**src/rtl/noc_pkg.sv**
```systemverilog
// Shared NoC router types: flit layout, port encoding and XY routing helper.
// Flit type lives in the top two bits; head flits carry dest X/Y in the low bits.
package noc_pkg;

   localparam int FLIT_W  = 32;
   localparam int COORD_W = 4;
   localparam int PORT_N  = 5;
   localparam int PORT_W  = $clog2(PORT_N);

   typedef enum logic [1:0] {
      BODY     = 2'b00,
      HEAD     = 2'b01,
      TAIL     = 2'b10,
      HEADTAIL = 2'b11
   } flit_type_e;

   typedef enum logic [PORT_W-1:0] {
      LOCAL = 3'd0,
      EAST  = 3'd1,
      WEST  = 3'd2,
      NORTH = 3'd3,
      SOUTH = 3'd4
   } port_e;

   typedef enum logic {
      ST_IDLE,
      ST_ACTIVE
   } in_state_e;

   typedef struct packed {
      flit_type_e                      ftype;
      logic [FLIT_W-2-2*COORD_W-1:0]   payload;
      logic [COORD_W-1:0]              dst_x;
      logic [COORD_W-1:0]              dst_y;
   } hdr_t;

   // Bit 0 of the type marks a packet start, bit 1 a packet end.
   function automatic logic is_head(input flit_type_e t);
      return t[0];
   endfunction

   function automatic logic is_tail(input flit_type_e t);
      return t[1];
   endfunction

   function automatic port_e route_xy(
      input logic [COORD_W-1:0] dx,
      input logic [COORD_W-1:0] dy,
      input logic [COORD_W-1:0] my_x,
      input logic [COORD_W-1:0] my_y
   );
      if (dx > my_x)
         return EAST;
      else if (dx < my_x)
         return WEST;
      else if (dy > my_y)
         return NORTH;
      else if (dy < my_y)
         return SOUTH;
      return LOCAL;
   endfunction

endpackage

```
**src/rtl/flit_fifo.sv**
```systemverilog
// Registered-output flit FIFO; data visible the cycle after push, no fall-through.
// full/empty from (AW+1)-bit wrapping pointers; caller must not push when full.
module flit_fifo #(
   parameter int DEPTH = 4,
   parameter int W     = 32
) (
   input  logic         clk_i,
   input  logic         rst_i,
   input  logic         push,
   input  logic         pop,
   input  logic [W-1:0] din,
   output logic [W-1:0] dout,
   output logic         full,
   output logic         empty
);

   localparam int            AW      = $clog2(DEPTH);
   localparam logic [AW:0]   PTR_ONE = {{AW{1'b0}}, 1'b1};

   logic [AW:0]  wr_ptr_q, wr_ptr_d;
   logic [AW:0]  rd_ptr_q, rd_ptr_d;
   logic [W-1:0] mem_q [DEPTH];
   logic         do_push;
   logic         do_pop;

   always_comb begin
      full     = (wr_ptr_q[AW] != rd_ptr_q[AW]) &&
                 (wr_ptr_q[AW-1:0] == rd_ptr_q[AW-1:0]);
      empty    = (wr_ptr_q == rd_ptr_q);
      do_push  = push && !full;
      do_pop   = pop && !empty;
      wr_ptr_d = wr_ptr_q;
      rd_ptr_d = rd_ptr_q;
      if (do_push)
         wr_ptr_d = wr_ptr_q + PTR_ONE;
      if (do_pop)
         rd_ptr_d = rd_ptr_q + PTR_ONE;
      dout = mem_q[rd_ptr_q[AW-1:0]];
   end

   always_ff @(posedge clk_i or posedge rst_i) begin
      if (rst_i) begin
         wr_ptr_q <= '0;
         rd_ptr_q <= '0;
      end else begin
         wr_ptr_q <= wr_ptr_d;
         rd_ptr_q <= rd_ptr_d;
      end
   end

   // Storage needs no reset: pointers alone define what is valid.
   always_ff @(posedge clk_i) begin
      if (do_push)
         mem_q[wr_ptr_q[AW-1:0]] <= din;
   end

   assert property (@(posedge clk_i) disable iff (rst_i) !(push && full));
   assert property (@(posedge clk_i) disable iff (rst_i) !(pop && empty));

endmodule

```
**src/rtl/inport_unit.sv**
```systemverilog
// Router input port: FIFO + XY route + wormhole request; head 2 cycles in-to-out, body 1.
// ready_o = FIFO not full; request held across grant/ready stalls until the tail fires.
module inport_unit
   import noc_pkg::*;
#(
   parameter int                 DEPTH = 4,
   parameter logic [COORD_W-1:0] MY_X  = '0,
   parameter logic [COORD_W-1:0] MY_Y  = '0
) (
   input  logic              clk_i,
   input  logic              rst_i,
   input  logic [FLIT_W-1:0] flit_i,
   input  logic              valid_i,
   output logic              ready_o,
   output logic [PORT_W-1:0] port_o,
   output logic              req_o,
   input  logic              grt_i,
   input  logic              ready_i,
   output logic [FLIT_W-1:0] flit_o,
   output logic              valid_o,
   output logic              err_o
);

   in_state_e          state_q, state_d;
   port_e              port_q, port_d;
   logic               err_q, err_d;

   logic [FLIT_W-1:0]  fifo_dout;
   logic               fifo_full;
   logic               fifo_empty;
   logic               fifo_push;
   logic               fifo_pop;
   hdr_t               head;
   logic               fire;
   logic               stray;

   assign fifo_push = valid_i && ready_o;

   flit_fifo #(
      .DEPTH (DEPTH),
      .W     (FLIT_W)
   ) u_fifo (
      .clk_i (clk_i),
      .rst_i (rst_i),
      .push  (fifo_push),
      .pop   (fifo_pop),
      .din   (flit_i),
      .dout  (fifo_dout),
      .full  (fifo_full),
      .empty (fifo_empty)
   );

   always_comb begin
      head     = fifo_dout;
      fire     = (state_q == ST_ACTIVE) && grt_i && ready_i && !fifo_empty;
      // A non-head flit reaching the front while idle has no packet to join.
      stray    = (state_q == ST_IDLE) && !fifo_empty && !is_head(head.ftype);
      fifo_pop = fire || stray;
      state_d  = state_q;
      port_d   = port_q;
      err_d    = stray;
      case (state_q)
         ST_IDLE: begin
            if (!fifo_empty && is_head(head.ftype)) begin
               port_d  = route_xy(head.dst_x, head.dst_y, MY_X, MY_Y);
               state_d = ST_ACTIVE;
            end
         end
         ST_ACTIVE: begin
            if (fire && is_tail(head.ftype))
               state_d = ST_IDLE;
         end
         default: state_d = ST_IDLE;
      endcase
   end

   always_ff @(posedge clk_i or posedge rst_i) begin
      if (rst_i) begin
         state_q <= ST_IDLE;
         port_q  <= LOCAL;
         err_q   <= 1'b0;
      end else begin
         state_q <= state_d;
         port_q  <= port_d;
         err_q   <= err_d;
      end
   end

   assign ready_o = !fifo_full;
   assign req_o   = (state_q == ST_ACTIVE);
   assign port_o  = port_q;
   assign flit_o  = head;
   assign valid_o = fire;
   assign err_o   = err_q;

   assert property (@(posedge clk_i) disable iff (rst_i) valid_o |-> req_o);
   assert property (@(posedge clk_i) disable iff (rst_i) !(valid_o && err_o));

endmodule

```
**config.mk**
```make
export PLATFORM = sky130hd
export DESIGN_NAME = inport_unit
export DESIGN_NICKNAME = d
export VERILOG_FILES = /design/src/rtl/noc_pkg.sv /design/src/rtl/flit_fifo.sv /design/src/rtl/inport_unit.sv
export SDC_FILE = /design/constraint.sdc
export NUM_CORES = 1
export LEC_CHECK = 0
export ABC_CLOCK_PERIOD_IN_PS = 2950
export CAP_MARGIN = 20
export CORE_UTILIZATION = 43
export CTS_BUF_LIST = sky130_fd_sc_hd__clkbuf_16
export CTS_CLUSTER_DIAMETER = 50
export DETAILED_ROUTE_END_ITERATION = 8
export PLACE_DENSITY = 0.77
export SLEW_MARGIN = 10
export SYNTH_ARGS = -nofsm -noshare
export SYNTH_HDL_FRONTEND = slang
export SYNTH_SLANG_ARGS = --single-unit
```
**constraint.sdc**
```tcl
create_clock -name clk_i -period 2.95 [get_ports clk_i]
set_clock_uncertainty 0.1 [all_clocks]
set_input_delay 0.59 -clock clk_i [delete_from_list [all_inputs] [get_ports clk_i]]
set_output_delay 0.59 -clock clk_i [all_outputs]
set_load 0.005 [all_outputs]
```
==> qor.txt <==
Vert. Die Dim: 112.1 um
CTS max path bufs: 2
Post-Syn Area: 5214 um2
first-pass GRT wire length: 14800 um
DP Wirelength: 5887 um
final setup vio count: 0
worst path arrival time: 2.10 ns
largest net degree at the start of global routing: 20
fin nets: 365
design area: 6804 um2
ant diodes: 0
Avg WL per Cell: 19.43 um
Worst-Skew Late Latency: 0.40 ns
Max Transition Viols Final: 0
distinct cell type count after synthesis: 27
CTS tree: yes
area leader, netlist: edfxtp_1
Max Cap Violations: 0
Reg clk slew, reported paths: 0.06 ns
Synth top area share: 73.72%
Mapped Cells: 224
worst min path class: in2async
io pins: 76
All-Layer GR Usage: 16.16%
initial antenna violation count: 0
DRC viols: 5
setup TNS: 0 ns
status: complete, but fails checks
Pwr per Cell Area: 1057 nW/um2
EDFF count, synth: 128
cell mode on critical path: nor2_1
Post-DP Area: 6215 um2
port buffer count: 74
Tcrit/Tclk final: 94.57%
CTS Root Cell: clkbuf_16
slowest CP cell: dfrtp_4
top-count cell post-synth: edfxtp_1
final hold violations: 0
largest cells by area after synthesis: edfxtp_1 (74%), mux4_2 (13%), dfrtp_1 (4.8%)
Peak supply drop: 0.4636 mV
Die ar.: 12570 um2
Via-to-Cell Ratio: 5.243
standard-cell rows: 39
WS Path Type: reg2out
post-route ant nets: 0
crit path max fanout: 19
Initial Util: 44.89%
Post-synth top flop: edfxtp_1
synth cell count leaders: edfxtp_1 (128), mux4_2 (29), dfrtp_1 (10)
data required time of the worst path: 2.26 ns
layout cells sized above 1: 23.58%
Leakage Power: 2.322 nW
Syn. warnings: 0
Critical Path Max Stage Delay: 0.60 ns
CORE AREA: 11610 um2
vias in the first global route: 2780
DR iter-0 viols: 183
Synth Area per Inst: 23.28 um2
TritonCTS buffer count: 17
register bit total from synthesis: 138
Die X: 112.1 um
worst-margin pin slew: 0.6601 ns
Synth async-reset ratio: 7.246%
Clock H-tree levels: 4
vias: 2506
Tmin final: 2.790 ns
RSZ-0062 raised after global routing: false
Final GP Congestion: 0.7454
remaining global-route overflow: 0
Mapped Nets: 266
sequential share of the synthesized area: 78.52%
failing checks: DRC
Max-slew headroom: 55.79%
Total Power: 0.007193 W
crit path cell chain: xnor2_1 > nand2_1 > nor2_1 > nor2_1 > clkdlybuf4s50_1
CTS Sinks: 138
f_max: 0.3584 GHz
Area Overhead vs Synth: 30.50%
critical path capture point type: output port
total wire length: 9289 um
Post-CTS Hold Buffers: 0
Pre-Repair DR Iteration Count: 6
Worst Setup Start Kind: register
-- routing by layer --
metal	share of wire, %	wire length (um)	global-route usage (%)
met5	0	0	0
met4	0.96	89	5.333
met3	5.1	477	4.158
met2	51	4752	26.25
met1	43	3969	21.50
-- stage by stage --
step | hold slack [ns] | utilization (%) | worst slack (ns) | instances
after floorplan | 0.3302 | - | 0.3890 | 224
after global placement | 0.3755 | 53.51 | 0.4062 | 444
after detailed placement | 0.3795 | 53.51 | 0.3349 | 444
after CTS | 0.3906 | 58.57 | 0.04809 | 478
after global routing | 0.4147 | 58.59 | 0.004059 | 478
final | 0.3868 | 58.59 | 0.1601 | 478
-- cells in the final DEF, fill, tap and decap left out, drive strengths merged --
cell / netlist / routed
nor3: 1 / 1
and3b: 1 / 1
nor4: 2 / 2
buf: 7 / 15
mux2: 3 / 3
nand3: 4 / 4
nor2: 2 / 2
nand2: 4 / 4
clkinvlp: 0 / 1
edfxtp: 128 / 128
nor2b: 1 / 1
bufinv: 0 / 3
clkinv: 0 / 8
and2: 4 / 4
mux4: 32 / 32
o21ai: 3 / 3
xnor2: 5 / 5
conb: 1 / 1
inv: 5 / 7
clkbuf: 2 / 17
a31oi: 1 / 1
xor2: 2 / 2
nand3b: 1 / 1
dfrtp: 10 / 10
ha: 5 / 5
clkdlybuf4s50: 0 / 74
-- cells by family after synthesis --
kind of cell | after synthesis | synth area share, %
AO/OA/AOI/OAI | 4 | 0.4080
XOR/XNOR | 7 | 1.176
adder cells (fa/ha/maj) | 5 | 1.200
buffers and inverters | 14 | 1.632
flip-flops | 138 | 78.52
multiplexers | 35 | 14.69
other | 1 | 0.07193
AND/OR/NAND/NOR | 20 | 2.304
-- worst max-delay path: cells and delay by family, from the launching register on --
| family | cells | cell delay, ns |
|---|---|---|
| buffers and inverters | 1 | 0.44 |
| XOR/XNOR | 1 | 0.35 |
| AND/OR/NAND/NOR | 3 | 0.31 |
| flip-flops | 1 | 0.60 |
-- area by class of cell --
class / instances / area [um2]
clock buffers: 17 / 425.4
clock inverters: 14 / 138.9
fillers: 851 / 4810
inverters: 5 / 18.77
multi-input cells: 72 / 1040
flip-flops and latches: 138 / 4099
well taps: 143 / 178.9
repair buffers: 89 / 903.4
-- registers in the layout (all words and copies together) (netlist names) --
register	flops
err_o	1
req_o	1
u_fifo.rd_ptr_q	3
u_fifo.mem_q	128
port_o	2
u_fifo.wr_ptr_q	3
-- power breakdown --
| group | leakage (nW) | switching, W | internal, W |
|---|---|---|---|
| clock | 0.282 | 0.000716 | 0.00130 |
| combinational | 0.751 | 0.000983 | 0.00135 |
| sequential | 1.29 | 0.000193 | 0.00265 |
-- repair_timing --
action,in CTS,in global routing
cloned,0,0
setup endpoints to repair,1,2
setup buffers,3,0
resized for setup,0,1
-- worst paths after layout --
path / start / to / slack [ns] / cells past startpoint
max: u_fifo.rd_ptr_q[1] / valid_o / 0.16 / 5
min: rst_i / port_o[0] / 0.39 / 2
max reg2reg: u_fifo.rd_ptr_q[1] / u_fifo.mem_q[1][10] / 0.51 / 4
min reg2reg: u_fifo.wr_ptr_q[2] / u_fifo.wr_ptr_q[2] / 0.39 / 1
max in group asynchronous: rst_i / u_fifo.rd_ptr_q[1] / 2.02 / 2
min in group clk_i: u_fifo.wr_ptr_q[2] / u_fifo.wr_ptr_q[2] / 0.39 / 1
(Power assumes the default switching activity.)
